**config.mk**
```make
export PLATFORM = sky130hd
export DESIGN_NAME = branch_predict_ctrl
export DESIGN_NICKNAME = d
export VERILOG_FILES = /design/src/rtl/branch_predict_ctrl.sv
export SDC_FILE = /design/constraint.sdc
export NUM_CORES = 2
export LEC_CHECK = 0
export BUFFER_PORTS_ARGS = -buffer_cell sky130_fd_sc_hd__buf_4
export CAP_MARGIN = 20
export CORE_MARGIN = 5
export CORE_UTILIZATION = 50
export DETAILED_ROUTE_END_ITERATION = 7
export GPL_TIMING_DRIVEN = 0
export HOLD_SLACK_MARGIN = 0.03
export MAX_ROUTING_LAYER = met4
export PLACE_DENSITY_LB_ADDON = 0.1
export REMOVE_ABC_BUFFERS = 1
export SETUP_SLACK_MARGIN = 0.02
export SYNTH_ARGS = -nofsm -noshare
export SYNTH_HDL_FRONTEND = slang
export SYNTH_SLANG_ARGS = --single-unit
```
**constraint.sdc**
```tcl
create_clock -name clk_i -period 97.4 [get_ports clk_i]
set_input_delay 9.74 -clock clk_i [delete_from_list [all_inputs] [get_ports clk_i]]
set_output_delay 9.74 -clock clk_i [all_outputs]
set_load 0.005 [all_outputs]
```
**src/rtl/branch_predict_ctrl.sv**
```systemverilog
// branch_predict_ctrl: direct-mapped BTB with 2-bit counters; EX-stage resolution drives flush/redirect and table update.
// Optional performance counters (br_cnt_o, miss_cnt_o) are enabled by defining BP_PERF_CNT_EN.
module branch_predict_ctrl #(
  parameter int ENTRIES = 16
) (
  input  logic        clk_i,
  input  logic        rst_i,
  input  logic        stall_i,
  input  logic [31:0] if_pc_i,
  output logic        pred_taken_o,
  output logic [31:0] pred_pc_o,
  input  logic        ex_valid_i,
  input  logic        ex_br_i,
  input  logic        ex_jmp_i,
  input  logic        ex_taken_i,
  input  logic [31:0] ex_pc_i,
  input  logic [31:0] ex_target_i,
  input  logic        ex_pred_taken_i,
  input  logic [31:0] ex_pred_pc_i,
  output logic        flush_o,
`ifdef BP_PERF_CNT_EN
  output logic [31:0] br_cnt_o,
  output logic [31:0] miss_cnt_o,
`endif
  output logic [31:0] redirect_pc_o
);
  localparam int IDX = $clog2(ENTRIES);
  localparam int TW  = 30 - IDX;
  logic          r_valid  [ENTRIES];
  logic [TW-1:0] r_tag    [ENTRIES];
  logic [31:0]   r_target [ENTRIES];
  logic [1:0]    r_ctr    [ENTRIES];
  logic          r_jmp    [ENTRIES];
  logic [IDX-1:0] w_if_idx, w_ex_idx;
  logic           w_if_hit, w_ex_hit, w_cf, w_upd, w_unused;
  logic [31:0]    w_actual;
  logic [1:0]     w_ctr, w_ctr_nxt;
  always_comb begin
    w_if_idx      = if_pc_i[IDX+1:2];
    w_ex_idx      = ex_pc_i[IDX+1:2];
    w_if_hit      = r_valid[w_if_idx] && (r_tag[w_if_idx] == if_pc_i[31:IDX+2]);
    w_ex_hit      = r_valid[w_ex_idx] && (r_tag[w_ex_idx] == ex_pc_i[31:IDX+2]);
    pred_taken_o  = w_if_hit & (r_ctr[w_if_idx][1] | r_jmp[w_if_idx]);
    pred_pc_o     = pred_taken_o ? r_target[w_if_idx] : if_pc_i + 32'd4;
    w_cf          = ex_br_i | ex_jmp_i;
    w_actual      = (ex_taken_i & w_cf) ? ex_target_i : ex_pc_i + 32'd4;
    flush_o       = ~rst_i & ex_valid_i & ~stall_i & (w_actual != ex_pred_pc_i);
    redirect_pc_o = flush_o ? w_actual : 32'd0;
    w_upd         = ~rst_i & ex_valid_i & ~stall_i;
    w_ctr         = r_ctr[w_ex_idx];
    w_ctr_nxt     = (ex_jmp_i | r_jmp[w_ex_idx]) ? 2'b11 :
                    ex_taken_i ? ((w_ctr == 2'b11) ? w_ctr : w_ctr + 2'd1) :
                                 ((w_ctr == 2'b00) ? w_ctr : w_ctr - 2'd1);
    w_unused      = ex_pred_taken_i;
  end
  always_ff @(posedge clk_i or posedge rst_i) begin
    if (rst_i) begin
      for (int i = 0; i < ENTRIES; i++) begin
        r_valid[i]  <= 1'b0;
        r_tag[i]    <= '0;
        r_target[i] <= 32'd0;
        r_ctr[i]    <= 2'b01;
        r_jmp[i]    <= 1'b0;
      end
    end else if (w_upd) begin
      if (w_cf && w_ex_hit) begin
        r_ctr[w_ex_idx] <= w_ctr_nxt;
        if (ex_taken_i) r_target[w_ex_idx] <= ex_target_i;
      end else if (w_cf && ex_taken_i) begin
        r_valid[w_ex_idx]  <= 1'b1;
        r_tag[w_ex_idx]    <= ex_pc_i[31:IDX+2];
        r_target[w_ex_idx] <= ex_target_i;
        r_ctr[w_ex_idx]    <= ex_jmp_i ? 2'b11 : 2'b10;
        r_jmp[w_ex_idx]    <= ex_jmp_i;
      end else if (!w_cf && w_ex_hit) begin
        // a non-branch matching an entry means stale/aliased contents
        r_valid[w_ex_idx] <= 1'b0;
      end
    end
  end
`ifdef BP_PERF_CNT_EN
  logic [31:0] r_br_cnt, r_miss_cnt;
  always_ff @(posedge clk_i or posedge rst_i) begin
    if (rst_i) begin
      r_br_cnt   <= 32'd0;
      r_miss_cnt <= 32'd0;
    end else begin
      if (w_upd && w_cf && !(&r_br_cnt)) r_br_cnt <= r_br_cnt + 32'd1;
      if (flush_o && !(&r_miss_cnt)) r_miss_cnt <= r_miss_cnt + 32'd1;
    end
  end
  assign br_cnt_o   = r_br_cnt;
  assign miss_cnt_o = r_miss_cnt;
`endif
endmodule
```
# Word level (Yosys, flattened, before mapping)
# Cells that the tools add are included.
# totals
register_bits	992
input_bits	136
out_inout_bits	66
word_cells	177
# op_classes
add_sub_neg	4
n_lt_le_gt_ge	3
eq_ne	5
n_mux	55
bitwise	16
n_reduce_logical	14
# ops
cell	count
$mux W512	3
$bwmux W512	1
$bwmux W416	1
$mux W32	8
$bmux W26 S4	2
$mux W26	5
$bmux W32 S4	1
$demux W32 S4	1
$demux W26 S4	1
$add A32 B3 Y32 const B	2
$bwmux W32	2
$eq A26 B26 Y1	2
$mux W16	2
$ne A32 B32 Y1	1
$mux W2	9
$and A16 B16 Y16	1
$bmux W1 S4	4
$bmux W2 S4	2
$bwmux W16	1
$not A16 Y16	1
$or A16 B16 Y16	1
$ge A5 B5 Y1 const B	2
$mux W1	10
$not A4 Y5	2
other kinds (16)	32

# Longest topological paths before layout
# logic_depth
word_depth	10
mapped_depth	16
mapped_depth_nobuf	10

# Worst setup path before layout
# Ideal clock, no wire load.
# synth_path
kind	input to output
startpoint	in rst_i
endpoint	out redirect_pc_o[15]
t_arrival_ns	33.111
required_time_ns	87.660
setup_slack_ns	54.549
cell_stages	5
path_buffers	1
path_cell_list	inv_1 and3_1 o21ai_1 buf_2 a211oi_1
# synth_via
elab_chain_cells	5
# synth_rtl
element	line_no	source
start, declared	7	input logic rst_i,
$not A1 Y1	47	flush_o = ~rst_i & ex_valid_i & ~stall_i & (w_actual != ex_pred_pc_i);
$and A1 B1 Y1 (3 in a row)	47	
$mux W32	48	redirect_pc_o = flush_o ? w_actual : 32'd0;
end, declared	25	output logic [31:0] redirect_pc_o
# No other way between the ends.

# Worst setup path after layout
# layout_path
startpoint	in ex_pc_i[3]
endpoint	out redirect_pc_o[19]
# layout_via
elab_chain_cells	5
# layout_rtl
element	line_no	source
start, declared	16	input logic [31:0] ex_pc_i,
$add A32 B3 Y32 (*)	46	w_actual = (ex_taken_i & w_cf) ? ex_target_i : ex_pc_i + 32'd4;
$mux W32 (*)	46	
$ne A32 B32 Y1	47	
$and A1 B1 Y1	47	
$mux W32 (*)	48	
# Every way passes the cells marked *; elsewhere a longest branch is shown, timed or not.

==> flow_metrics.tcl <==
set metrics [dict create \
    p_sw_mw 0.254 \
    endpoint "redirect_pc_o[19]" \
    grt_overflow 0 \
    worst_pin_slew_ps 1190 \
    grt_max_degree 145 \
    power.total_mw 0.995 \
    core_mm2 0.103 \
    cts_setup_buffers 0 \
    viasPerCell 6.57 \
    synthToLayoutAreaGrowth_pct 13.3 \
    clock_skew_ps 27.9 \
    ctsRootBufferMaster "clkbuf_16" \
    synth_area_leader_cell "dfrtp_1" \
    path_class "in2out" \
    layout-drive-gt1-share_pct 44.9 \
    drv_cap 0 \
    cp-startpoint "ex_pc_i[3]" \
    routed_wl_um 164000 \
    final_hold_viol_count 0 \
    io_pins 202 \
    ys.flop_type "dfrtp_1" \
    yosysWarnings 0 \
    place_congestion 0.907 \
    antenna_found_initial 25 \
    fin_crit_sh_pct 26.4 \
    swShare_pct 25.5 \
    seqPwrFrac_pct 46.1 \
    async_flop_share_pct 100 \
    setup_viol 0 \
    synth.most_common_cell "dfrtp_1" \
    io_buffers 200 \
    p_int_mw 0.741 \
    slew-limit-headroom_pct 20.4 \
    arrival_ps 15940 \
    final_nets 3749 \
    status "complete, no violations" \
    end_kind "primary output" \
    die_h_um 332 \
    cts_made_buffers 106 \
    crit_top_cell "nand4_1" \
    drcViolationCount 0 \
    r2r-end "r_ctr[31]" \
    placed_cells 4879 \
    power.leakage_nw 27.3 \
    grt_use_total_pct 30.2 \
    p_comb_share_pct 12.6 \
    setup_tns_ps 0 \
    start_util_pct 50.3 \
    worst_r2r_path_depth 13 \
    cts_sinks 992 \
    grt_pass1_vias 34817 \
    synth-seq-cells 992 \
    drv_slew 0 \
    required_ps 87660 \
    wl_per_cell_um 32.2 \
    hold_path.class "reg2reg" \
    rr_startpoint "r_tag[31]" \
    die_x_um 332 \
    row_count 118 \
    seq_area_frac_synth_pct 47.8 \
    syn_avg_cell_area_um2 14.5 \
    final_util_pct 57.0 \
    netlist_instances 3574 \
    reg2reg_slack_ps 92970 \
    peakVddDrop_mv 0.0132 \
    critPathMaxStageDelay_ps 990 \
    crit_fanout 69 \
    syn_area_mm2 0.0520 \
    path_cells "buf_8, buf_16, ha_1, nand2_1, nor4_2, nand4_1, nor3b_1, or4_1, nor4_1, nand4_1, o21ai_4, a211oi_1, buf_4" \
    grt_pass1_wl_um 242000 \
    clockBufferDepth 3 \
    htreeDepth 3 \
    stdcell_count 5096 \
    critical_path.slowest_cell "ha_1" \
    dr.pass1.iters 8 \
    ant_nets 0 \
    clk_pin_slew_ps 60 \
    ys_top_cells_by_count "dfrtp_1 (976), mux2_2 (780), mux4_2 (372)" \
    dr.first_iter.drc_count 3395 \
    cts_resized 0 \
    period_minus_slack_ps 25680 \
    clockPowerShare_pct 41.3 \
    cts_tree "done" \
    start_kind "input port" \
    clk_latency_ps 710 \
    yosysUniqueCellTypes 69 \
    synth_area_leaders "dfrtp_1 (47%), mux2_2 (17%), mux4_2 (16%), mux2_1 (4.0%), mux2i_1 (2.2%)" \
    die_area_mm2 0.110 \
    synth_top_area_share_pct 47.0 \
    synth_enable_flop_cells 0 \
    cts_hold_buffers 0 \
    power_density_mw_per_mm2 16.9 \
    hpwl_um 108000 \
    via_count 33466 \
    fmax_ghz 0.0389 \
    rsz0062_at_grt "no" \
]
[layout by cell type, fill, tap and decap left out, types with 25 or more instances in the layout]
cell / count
xnor2_1: 86
xor2_1: 48
nand4_1: 25
nand3_1: 43
nand2_1: 80
clkbuf_16: 107
nor2_1: 70
mux2_2: 780
mux2_1: 185
clkbuf_1: 25
a21oi_1: 29
mux4_2: 372
buf_16: 30
a22oi_1: 28
o21ai_0: 61
a211oi_1: 30
nor2b_1: 28
mux2i_1: 115
dfrtp_1: 976
buf_4: 194
[logic make-up (layout without fill, tap and decap cells)]
kind of cell | after synthesis | after routing | synth area share (%)
other | 0 | 23 | 0
AND/OR/NAND/NOR | 357 | 357 | 3.54
multiplexers | 1471 | 1471 | 39.8
buffers and inverters | 362 | 481 | 3.07
XOR/XNOR | 135 | 135 | 2.30
flip-flops | 992 | 992 | 47.8
adder cells (fa/ha/maj) | 7 | 7 | 0.159
AO/OA/AOI/OAI | 250 | 250 | 3.32
[cell type report]
class | count | area (µm²)
timing repair buffer | 262 | 2920
inverter | 26 | 106
sequential | 992 | 24800
clock buffer | 155 | 3090
fill | 8182 | 44500
tap | 1380 | 1730
clock inverter | 38 | 455
antenna | 23 | 57.6
multi-input combinational | 2220 | 25700
[critical path: cells and delay by family]
kind                       cells  cell delay [ps]
adders and majority gates      1              990
and+or+nand+nor                7             2760
buffers and inverters          3             1090
AOI/OAI and AO/OA              2             1170
[worst min path at each step]
| stage | slack, ps | cells past startpoint | end | start |
|---|---|---|---|---|
| final | 480 | 2 | r_target[52] | r_target[52] |
| after global routing | 490 | 2 | r_target[431] | r_target[431] |
| after CTS | 480 | 2 | r_target[468] | r_target[468] |
| after detailed placement | 470 | 2 | r_target[468] | r_target[468] |
| after global placement | 460 | 2 | r_target[207] | r_target[207] |
| after floorplan | 440 | 2 | r_target[207] | r_target[207] |
[through the flow]
step | setup WS [ps] | hold slack (ps) | instance area, µm²
floorplan | 54180 | 445 | 50500
global placement | 46360 | 457 | 53700
detailed placement | 71970 | 469 | 55300
CTS | 71980 | 483 | 58800
global route | 71500 | 495 | 58900
finish | 71720 | 483 | 58900
[sequential cells by signal (all words and copies together), names as in the netlist, named ones only]
register	flops
r_jmp	16
r_ctr	32
r_target	512
r_tag	416
[power groups by stage]
stage | combinational [mW] | sequential [mW] | clock [mW]
6_report | 0.125 | 0.459 | 0.411
5_1_grt | 0.134 | 0.462 | 0.435
4_1_cts | 0.125 | 0.458 | 0.418
3_5_place_dp | 0.125 | 0.466 | 0
3_3_place_gp | 0.119 | 0.464 | 0
2_1_floorplan | 0.0739 | 0.460 | 0
[per-layer routing]
layer  track usage, %  vias up  share of wire (%)
met5                -        -                  0
met4             7.85        0                2.5
met3             7.46      227                8.6
met2             44.7     1468                 46
met1             42.5    18144                 43
li1                 -    13627                  -
Power figures use the tool's default switching activity.
